### config.mk
export PLATFORM = sky130hd
export DESIGN_NAME = ppu_feed_arb
export DESIGN_NICKNAME = d
export VERILOG_FILES = /design/src/rtl/ppu_pkg.sv /design/src/rtl/ppu_rr_pick.sv /design/src/rtl/ppu_feed_arb.sv
export SDC_FILE = /design/constraint.sdc
export NUM_CORES = 1
export LEC_CHECK = 0
export CORE_ASPECT_RATIO = 2
export CORE_MARGIN = 3
export CORE_UTILIZATION = 42
export CTS_CLUSTER_SIZE = 20
export DETAILED_ROUTE_END_ITERATION = 10
export PLACE_DENSITY = 0.81
export RECOVER_POWER = 50
export SLEW_MARGIN = 40
export SYNTH_ARGS = -nofsm -noshare
export SYNTH_HDL_FRONTEND = slang
export SYNTH_SLANG_ARGS = --single-unit
export TNS_END_PERCENT = 10
### constraint.sdc
create_clock -name clk -period 1.8 [get_ports clk]
set_clock_uncertainty 0.2 [all_clocks]
set_input_delay 0.36 -clock clk [delete_from_list [all_inputs] [get_ports clk]]
set_output_delay 0.36 -clock clk [all_outputs]
set_load 0.02 [all_outputs]
### src/rtl/ppu_pkg.sv
// ppu_pkg: shared FSM state and grant encodings for the PPU feed arbiter
package ppu_pkg;
   typedef enum logic [1:0] {IDLE, ISSUE, RESP, EVAL} state_t;
   localparam logic [1:0] GNT_NONE = 2'b00;
   localparam logic [1:0] GNT_REQ0 = 2'b01;
   localparam logic [1:0] GNT_REQ1 = 2'b10;
   localparam int PPU_DATA_W = 8;
endpackage

### src/rtl/ppu_rr_pick.sv
// ppu_rr_pick: 2-way round-robin picker, line_pending forces req0 when it is requesting
module ppu_rr_pick import ppu_pkg::*; (
   input  logic [1:0] stb,
   input  logic       rr_ptr,
   input  logic       line_pending,
   output logic [1:0] win
);
   always_comb
      win = (line_pending && stb[0]) ? GNT_REQ0 :
            rr_ptr ? (stb[1] ? GNT_REQ1 : stb[0] ? GNT_REQ0 : GNT_NONE)
                   : (stb[0] ? GNT_REQ0 : stb[1] ? GNT_REQ1 : GNT_NONE);
endmodule

### src/rtl/ppu_feed_arb.sv
// ppu_feed_arb: burst-locked round-robin arbiter feeding the PPU byte port.
// Define PPU_FEED_TIMEOUT_EN to add the ISSUE ack-wait timeout and sticky err flag.
module ppu_feed_arb import ppu_pkg::*; #(
   parameter int BURST_LEN   = 32,
   parameter int DATA_W      = PPU_DATA_W,
   parameter int TIMEOUT_CYC = 255
) (
   input  logic              clk,
   input  logic              rst,
   input  logic              sync,
   input  logic [DATA_W-1:0] req0_data,
   input  logic              req0_stb,
   output logic              req0_ack,
   input  logic [DATA_W-1:0] req1_data,
   input  logic              req1_stb,
   output logic              req1_ack,
   output logic [DATA_W-1:0] ppu_data,
   output logic              ppu_stb,
   input  logic              ppu_ack,
   output logic [1:0]        grant,
   output logic              busy,
   output logic              err
);
   localparam int BW = $clog2(BURST_LEN + 1);
   if (BURST_LEN < 1 || BURST_LEN > 255 || TIMEOUT_CYC < 1) begin : g_bad_cfg
      $error("ppu_feed_arb: parameter out of range");
   end
   state_t            state, state_n;
   logic [1:0]        grant_n, win;
   logic [DATA_W-1:0] data_n, win_data;
   logic [BW-1:0]     beats, beats_n;
   logic              stb_n, ack0_n, ack1_n, err_n;
   logic              rr_ptr, rr_n, line_pending, lp_n, sync_q, win_stb, release_now;
`ifdef PPU_FEED_TIMEOUT_EN
   localparam int TW = $clog2(TIMEOUT_CYC + 1);
   logic [TW-1:0] wcnt, wcnt_n;
`endif
   ppu_rr_pick u_pick (
      .stb          ({req1_stb, req0_stb}),
      .rr_ptr       (rr_ptr),
      .line_pending (line_pending),
      .win          (win)
   );
   assign busy     = state != IDLE;
   assign win_stb  = grant == GNT_REQ1 ? req1_stb : req0_stb;
   assign win_data = grant == GNT_REQ1 ? req1_data : req0_data;
   // preemption by a pending line start only ever targets a req1 burst
   assign release_now = beats == BW'(BURST_LEN) || !win_stb || (line_pending && grant == GNT_REQ1);
   always_comb begin
      state_n = state;
      grant_n = grant;
      data_n  = ppu_data;
      stb_n   = ppu_stb;
      ack0_n  = 1'b0;
      ack1_n  = 1'b0;
      beats_n = beats;
      rr_n    = rr_ptr;
      lp_n    = line_pending;
      err_n   = err;
`ifdef PPU_FEED_TIMEOUT_EN
      wcnt_n  = '0;
`endif
      unique case (state)
         IDLE: if (win != GNT_NONE) begin
            state_n = ISSUE;
            grant_n = win;
            data_n  = win == GNT_REQ1 ? req1_data : req0_data;
            stb_n   = 1'b1;
            beats_n = '0;
            lp_n    = win == GNT_REQ0 ? 1'b0 : line_pending;
         end
         ISSUE: if (ppu_ack) begin
            state_n = RESP;
            stb_n   = 1'b0;
            ack0_n  = grant == GNT_REQ0;
            ack1_n  = grant == GNT_REQ1;
            beats_n = beats + 1'b1;
         end
`ifdef PPU_FEED_TIMEOUT_EN
         else if (wcnt == TW'(TIMEOUT_CYC - 1)) begin
            state_n = IDLE;
            stb_n   = 1'b0;
            data_n  = '0;
            err_n   = 1'b1;
            grant_n = GNT_NONE;
            rr_n    = grant == GNT_REQ0;
         end else wcnt_n = wcnt + 1'b1;
`endif
         RESP: state_n = EVAL;
         EVAL: if (release_now) begin
            state_n = IDLE;
            grant_n = GNT_NONE;
            data_n  = '0;
            rr_n    = grant == GNT_REQ0;
         end else begin
            state_n = ISSUE;
            data_n  = win_data;
            stb_n   = 1'b1;
         end
         default: state_n = IDLE;
      endcase
      // a sync edge coinciding with a req0 grant survives to the next decision
      if (sync && !sync_q) lp_n = 1'b1;
   end
   always_ff @(posedge clk) begin
      if (rst) begin
         state        <= IDLE;
         grant        <= GNT_NONE;
         ppu_data     <= '0;
         ppu_stb      <= 1'b0;
         req0_ack     <= 1'b0;
         req1_ack     <= 1'b0;
         beats        <= '0;
         rr_ptr       <= 1'b0;
         line_pending <= 1'b0;
         sync_q       <= 1'b0;
         err          <= 1'b0;
      end else begin
         state        <= state_n;
         grant        <= grant_n;
         ppu_data     <= data_n;
         ppu_stb      <= stb_n;
         req0_ack     <= ack0_n;
         req1_ack     <= ack1_n;
         beats        <= beats_n;
         rr_ptr       <= rr_n;
         line_pending <= lp_n;
         sync_q       <= sync;
         err          <= err_n;
      end
   end
`ifdef PPU_FEED_TIMEOUT_EN
   always_ff @(posedge clk) wcnt <= rst ? '0 : wcnt_n;
`endif
endmodule

* After elaboration in Yosys (flattened, before gate mapping)
Index checks and enable logic that the tools add are counted.
Storage, ports and cells: bits in registers 24, latch bits 0, memory bits (writable) 0, memory bits (read-only) 0, input port bits 22, output and inout port bits 15, memories kept 0
Cells by class: add/sub/neg operators 1, multipliers 0, divide/modulo/power cells 0, order comparisons 0, equality and inequality tests 12, shift-type cells 0, muxes and demuxes 30, bitwise gates (word level) 2, reduce and logical (&&, ||, !) cells 24
Operators by type and width (number):
- $mux 8 | 4
- $mux 2 | 9
- $pmux 8 s2 | 1
- $reduce_bool 2->1 | 7
- $mux 6 | 2
- $pmux 6 s2 | 1
- $mux 1 | 10
- $reduce_and 3->1 | 3
- $eq 2x2->1 const B | 4
- $ne 2x2->1 const B | 4
- $pmux 2 s4 | 1
- $add 6x1->6 const B | 1
- $eq 2x1->1 const B | 3
- $eq 6x6->1 const B | 1
- $reduce_and 2->1 | 3
- $pmux 2 s2 | 1
- $reduce_and 4->1 | 1
- $logic_and 1x1->1 | 3
- $pmux 1 s3 | 1
- $reduce_bool 3->1 | 1
- $reduce_or 3->1 | 1
- $logic_not 1->1 | 2
- $logic_not 2->1 | 1
- $logic_or 1x1->1 | 2
- $not 1->1 | 2

* Logic depth before layout (Yosys ltp)
depth in word-level cells 9, depth in mapped cells 8, gate-level depth less buffers 7

* Hierarchy
Synthesis repeated with hierarchy kept, for this count alone.
Second synthesis, totals: cell total of the unflattened synthesis 161, area, all modules 1457.6 um^2
By module, submodules not included:
- ppu_feed_arb | times used 1, cells an instance 157, area an instance 1427.6 um^2
- ppu_rr_pick | times used 1, cells an instance 4, area an instance 30.0 um^2

* Worst setup path after synthesis
Ideal clock, no wire load.
path kind reg-to-reg, from register state[0], to register grant[1], setup time 0.073 ns, arrival 1.687 ns, data required time 1.527 ns, slack -0.160 ns, cell stages (with the launch flop) 8, path buffers 1, period minus slack after synthesis 1.960 ns, cell sequence dfxtp_1 > inv_1 > ha_1 > nor3b_2 > or4_1 > buf_6 > o21ai_2 > o2bb2ai_1
On the way: longest elaborated chain between the ends 3
RTL lines:
- start: declaration | RTL line ppu_feed_arb.sv:28 | state_t state, state_n;
- start signal: assignment | RTL line ppu_feed_arb.sv:119 | state <= state_n;
- $eq 2x2->1 or $logic_not 2->1 (tied branches) | RTL line ppu_feed_arb.sv:63 | unique case (state)
- $ne 2x2->1 (no line) or $reduce_bool 2->1 (tied branches)
- $reduce_and 3->1 (no line)
- end signal: assignment | RTL line ppu_feed_arb.sv:120 | grant <= grant_n;
- end: declaration | RTL line ppu_feed_arb.sv:20 | output logic [1:0] grant,
Parallel ways exist; a longest one is shown, timed or not. A chain may end at the register's enable or synchronous reset.

* Final worst setup path
from register state[1], to register beats[3]
On the way: longest elaborated chain between the ends 3
RTL lines:
- $eq 2x1->1 or $logic_not 2->1 (tied branches) | RTL line ppu_feed_arb.sv:63
- $ne 2x2->1 (no line) or $reduce_bool 2->1 (tied branches)
- $reduce_and 3->1 (no line)
- end signal: assignment | RTL line ppu_feed_arb.sv:125 | beats <= beats_n;
- end: declaration | RTL line ppu_feed_arb.sv:31 | logic [BW-1:0] beats, beats_n;
Parallel ways exist; a longest one is shown, timed or not.

==> flow_summary_export.csv <==
group,metric,value,unit
run_status,status,"finished with violations",
run_status,violations,"negative setup slack",
layout,regArea,488.0,sq um
floorplanning,fp.coreArea,2838,sq um
worst_setup_path,crit_arrival,1780,ps
worst_setup_path,ff2ff_path_depth,8,
timing,rsz0062_at_grt,"true",
logic_synthesis,synth_area_per_cell,8.967,sq um
timing,hold_violations,0,
grt,antenna_found_initial,0,
grt,grt_max_degree,15,
placement,placed_cells,228,
layout,final_cells,233,
job,maxCapViolCount,0,
logic_synthesis,syn-num-nets,172,
layout,utilization,68.30,%
clock_network,clk_path_buf_depth,2,
floorplanning,die_y,84.41,um
floorplanning,start_util,45.50,%
placement,dpl-instance-area,1854,sq um
worst_setup_path,crit_buf_inv,2,
clock_network,ctsHoldBuffers,0,
logic_synthesis,synth_flop_cell,"dfxtp_1",
logic_synthesis,syn-cell-area,1291,sq um
placement,preCtsSetupSlack,-413.8,ps
timing,fin_crit,1818,ps
layout,nets,233,
worst_setup_path,rrSetupSlack,-20,ps
floorplanning,die-area,3816,sq um
worst_setup_path,critical_path_class,"reg2reg",
pwr,max-vdd-ir-drop,1061,uV
layout,area.growth.synth_to_final,50.10,%
logic_synthesis,ys_seq_area_share,37.21,%
logic_synthesis,postSynthCellCount,144,
grt,grt_pass1_wl,5582,um
clock_network,htreeDepth,1,
logic_synthesis,synth_compound_gate_area_share,14.05,%
worst_setup_path,cp_top_family,"simple AND/OR/NAND/NOR gates",
clock_network,numCtsBuffers,3,
layout,stdcell_area,1938,sq um
worst_hold_path,hold_start,"ppu_data[2]",
worst_setup_path,path_cells,"inv_2, buf_4, ha_2, nor2b_4, nor3_4, nand4_1, xor2_1, nor2_1",
worst_setup_path,endpoint_kind,"register",
route,viasPerCell,5.584,
timing,drv_slew,0,
floorplanning,fp-row-count,27,
layout,fillers,235,
worst_setup_path,worst-path-stages,8,
placement,hpwlAfterDp,2768,um
placement,io_buffers,35,
placement,place.gp.congestion,0.8074,
logic_synthesis,ys_warn_count,0,
route,wl_per_cell,15.66,um
worst_setup_path,r2r-end,"beats[3]",
worst_setup_path,critPathRequiredTime,1770,ps
grt,grt_use_total,18.99,%
logic_synthesis,synth_top_family_by_area,"simple AND/OR/NAND/NOR gates",
pwr,p_leak,0.8732,nW
clock_network,cts_num_sinks,24,
worst_setup_path,setup.worst_path.start,"state[1]",
route,vias,1301,
layout,multi_input_area,820.8,sq um
logic_synthesis,synth-edff-count,0,
pwr,powerDensity,1236,nW/um^2
route,wl,3649,um
timing,timing.final.ws_setup,-17.88,ps
clock_network,clk_pin_slew_worst_paths,80,ps
logic_synthesis,synth_xor_area_share,2.713,%
worst_hold_path,holdCritPathClass,"reg2reg",
clock_network,cts_tree,"built",
floorplanning,fp.dieW,45.21,um
clock_network,clock_latency,260,ps
timing,fin_crit_sh,101.0,%
timing,setup_tns,-39.06,ps
logic_synthesis,synth_seq_cells,24,
layout,drive_above_1_share,26.96,%
logic_synthesis,async_flop_share,0,%
route,drt_pass1_iterations,4,
pwr,finalPower,2.396,mW
logic_synthesis,yosys.area_share.simple,20.54,%
logic_synthesis,synth_cell_types,36,
route,initialDrtViolationCount,29,
worst_setup_path,r2r-start,"state[1]",
route,drc_errors,0,
logic_synthesis,synth-adder-area-share,5.814,%
worst_setup_path,slowest_stage,"dfxtp_2",
grt,gr-total-overflow,0,
worst_setup_path,startpoint_type,"register",
route,ant_nets,0,
grt,grt_pass1_vias,1323,
timing,hold_ws,269.2,ps
floorplanning,ios,37,
worst_setup_path,cpPeakStageDelay,350,ps
worst_setup_path,crit_fanout,4,
clock_network,cts-root-buf,"clkbuf_8",
timing,finalSetupViolCount,3,
logic_synthesis,muxShareOfSynthArea,13.95,%
worst_setup_path,crit_end,"beats[3]",
timing,clock.fmax,550.1,MHz
layout,insertedDiodeCount,0,
worst min-delay path: cells and delay by family, from the launching register on:
| family | cells | cell delay, ps |
|---|---|---|
| flip-flops | 1 | 330 |
| AO/OA/AOI/OAI | 1 | 50 |
| AND/OR/NAND/NOR | 1 | 50 |
flip-flops by register name (all words and copies together), names as in the netlist:
| name | cells |
|---|---|
| beats | 6 |
| grant | 2 |
| line_pending | 1 |
| ppu_data | 8 |
| ppu_stb | 1 |
| req0_ack | 1 |
| req1_ack | 1 |
| rr_ptr | 1 |
| state | 2 |
| sync_q | 1 |
how the worst min path moves through the flow:
stage | endpoint | slack (ps) | depth (start not counted)
5_1_grt | ppu_data[2] | 300 | 2
3_3_place_gp | ppu_data[1] | 240 | 2
4_1_cts | ppu_data[5] | 270 | 2
3_5_place_dp | ppu_data[5] | 250 | 2
2_1_floorplan | line_pending | 280 | 2
6_report | ppu_data[2] | 270 | 2
synthesized netlist by cell type, drive strengths merged (2+ instances only):
master	count	area share [%]
dfxtp	24	37
mux2i	18	14
nor2	17	4.9
nand2	14	4.1
o221ai	8	5.4
inv	7	2.0
ha	6	5.8
o21ai	6	2.6
a21oi	5	2.2
nor3	5	1.9
buf	4	2.7
nor2b	4	1.9
xor2	4	2.7
nand4	3	1.5
a211oi	2	1.2
clkbuf	2	0.68
nor3b	2	1.6
or4	2	1.2
cell families after synthesis:
| logic type | count (synthesis) |
|---|---|
| simple gates | 53 |
| compound gates | 25 |
| flops | 24 |
| mux | 18 |
| buf+inv | 13 |
| fa+ha+maj | 6 |
| xor+xnor | 4 |
| other cells | 1 |
cell type report:
class                      count  share of cell area (%)
inverter                       7                   1.356
clock buffer                   4                   2.841
multi-input combinational    107                   42.35
timing repair buffer          62                   26.40
sequential                    24                   25.18
tap                           29                   1.872
what timing repair did:
action,in CTS,in global routing
setup buffers,0,1
cloned,1,0
gates resized for setup,18,19
pin swaps,5,6
endpoints found under the setup margin,21,28
cell usage in the layout, fill, tap and decap left out, types with 2 or more instances in the layout:
master | netlist | final
buf_4 | 1 | 24
clkdlybuf4s50_1 | 0 | 21
mux2i_1 | 18 | 18
dfxtp_1 | 24 | 18
nor2_1 | 17 | 17
nand2_1 | 14 | 13
o221ai_1 | 8 | 7
clkbuf_1 | 1 | 7
dfxtp_2 | 0 | 6
inv_1 | 7 | 5
dlygate4sd2_1 | 0 | 5
nor3_1 | 5 | 4
xor2_1 | 4 | 4
clkbuf_8 | 0 | 4
a21oi_1 | 4 | 3
o21ai_0 | 4 | 3
nor2b_1 | 4 | 3
nand4_1 | 3 | 3
ha_2 | 0 | 3
inv_2 | 0 | 2
o21ai_2 | 1 | 2
a21oi_2 | 1 | 2
a211oi_1 | 2 | 2
ha_1 | 6 | 2
power by group:
group          internal (mW)  switching [mW]
clock network          0.195           0.168
registers              0.661          0.0747
logic                  0.611           0.685
per-layer routing:
metal  share of wire, %  GRT usage (%)  up-vias
li1                   -              -      634
met1                 37          17.94      616
met2                 57          37.34       42
met3                3.9          2.146        9
met4                2.4          7.467        0
met5                  0              0        -
(Power assumes the default switching activity.)
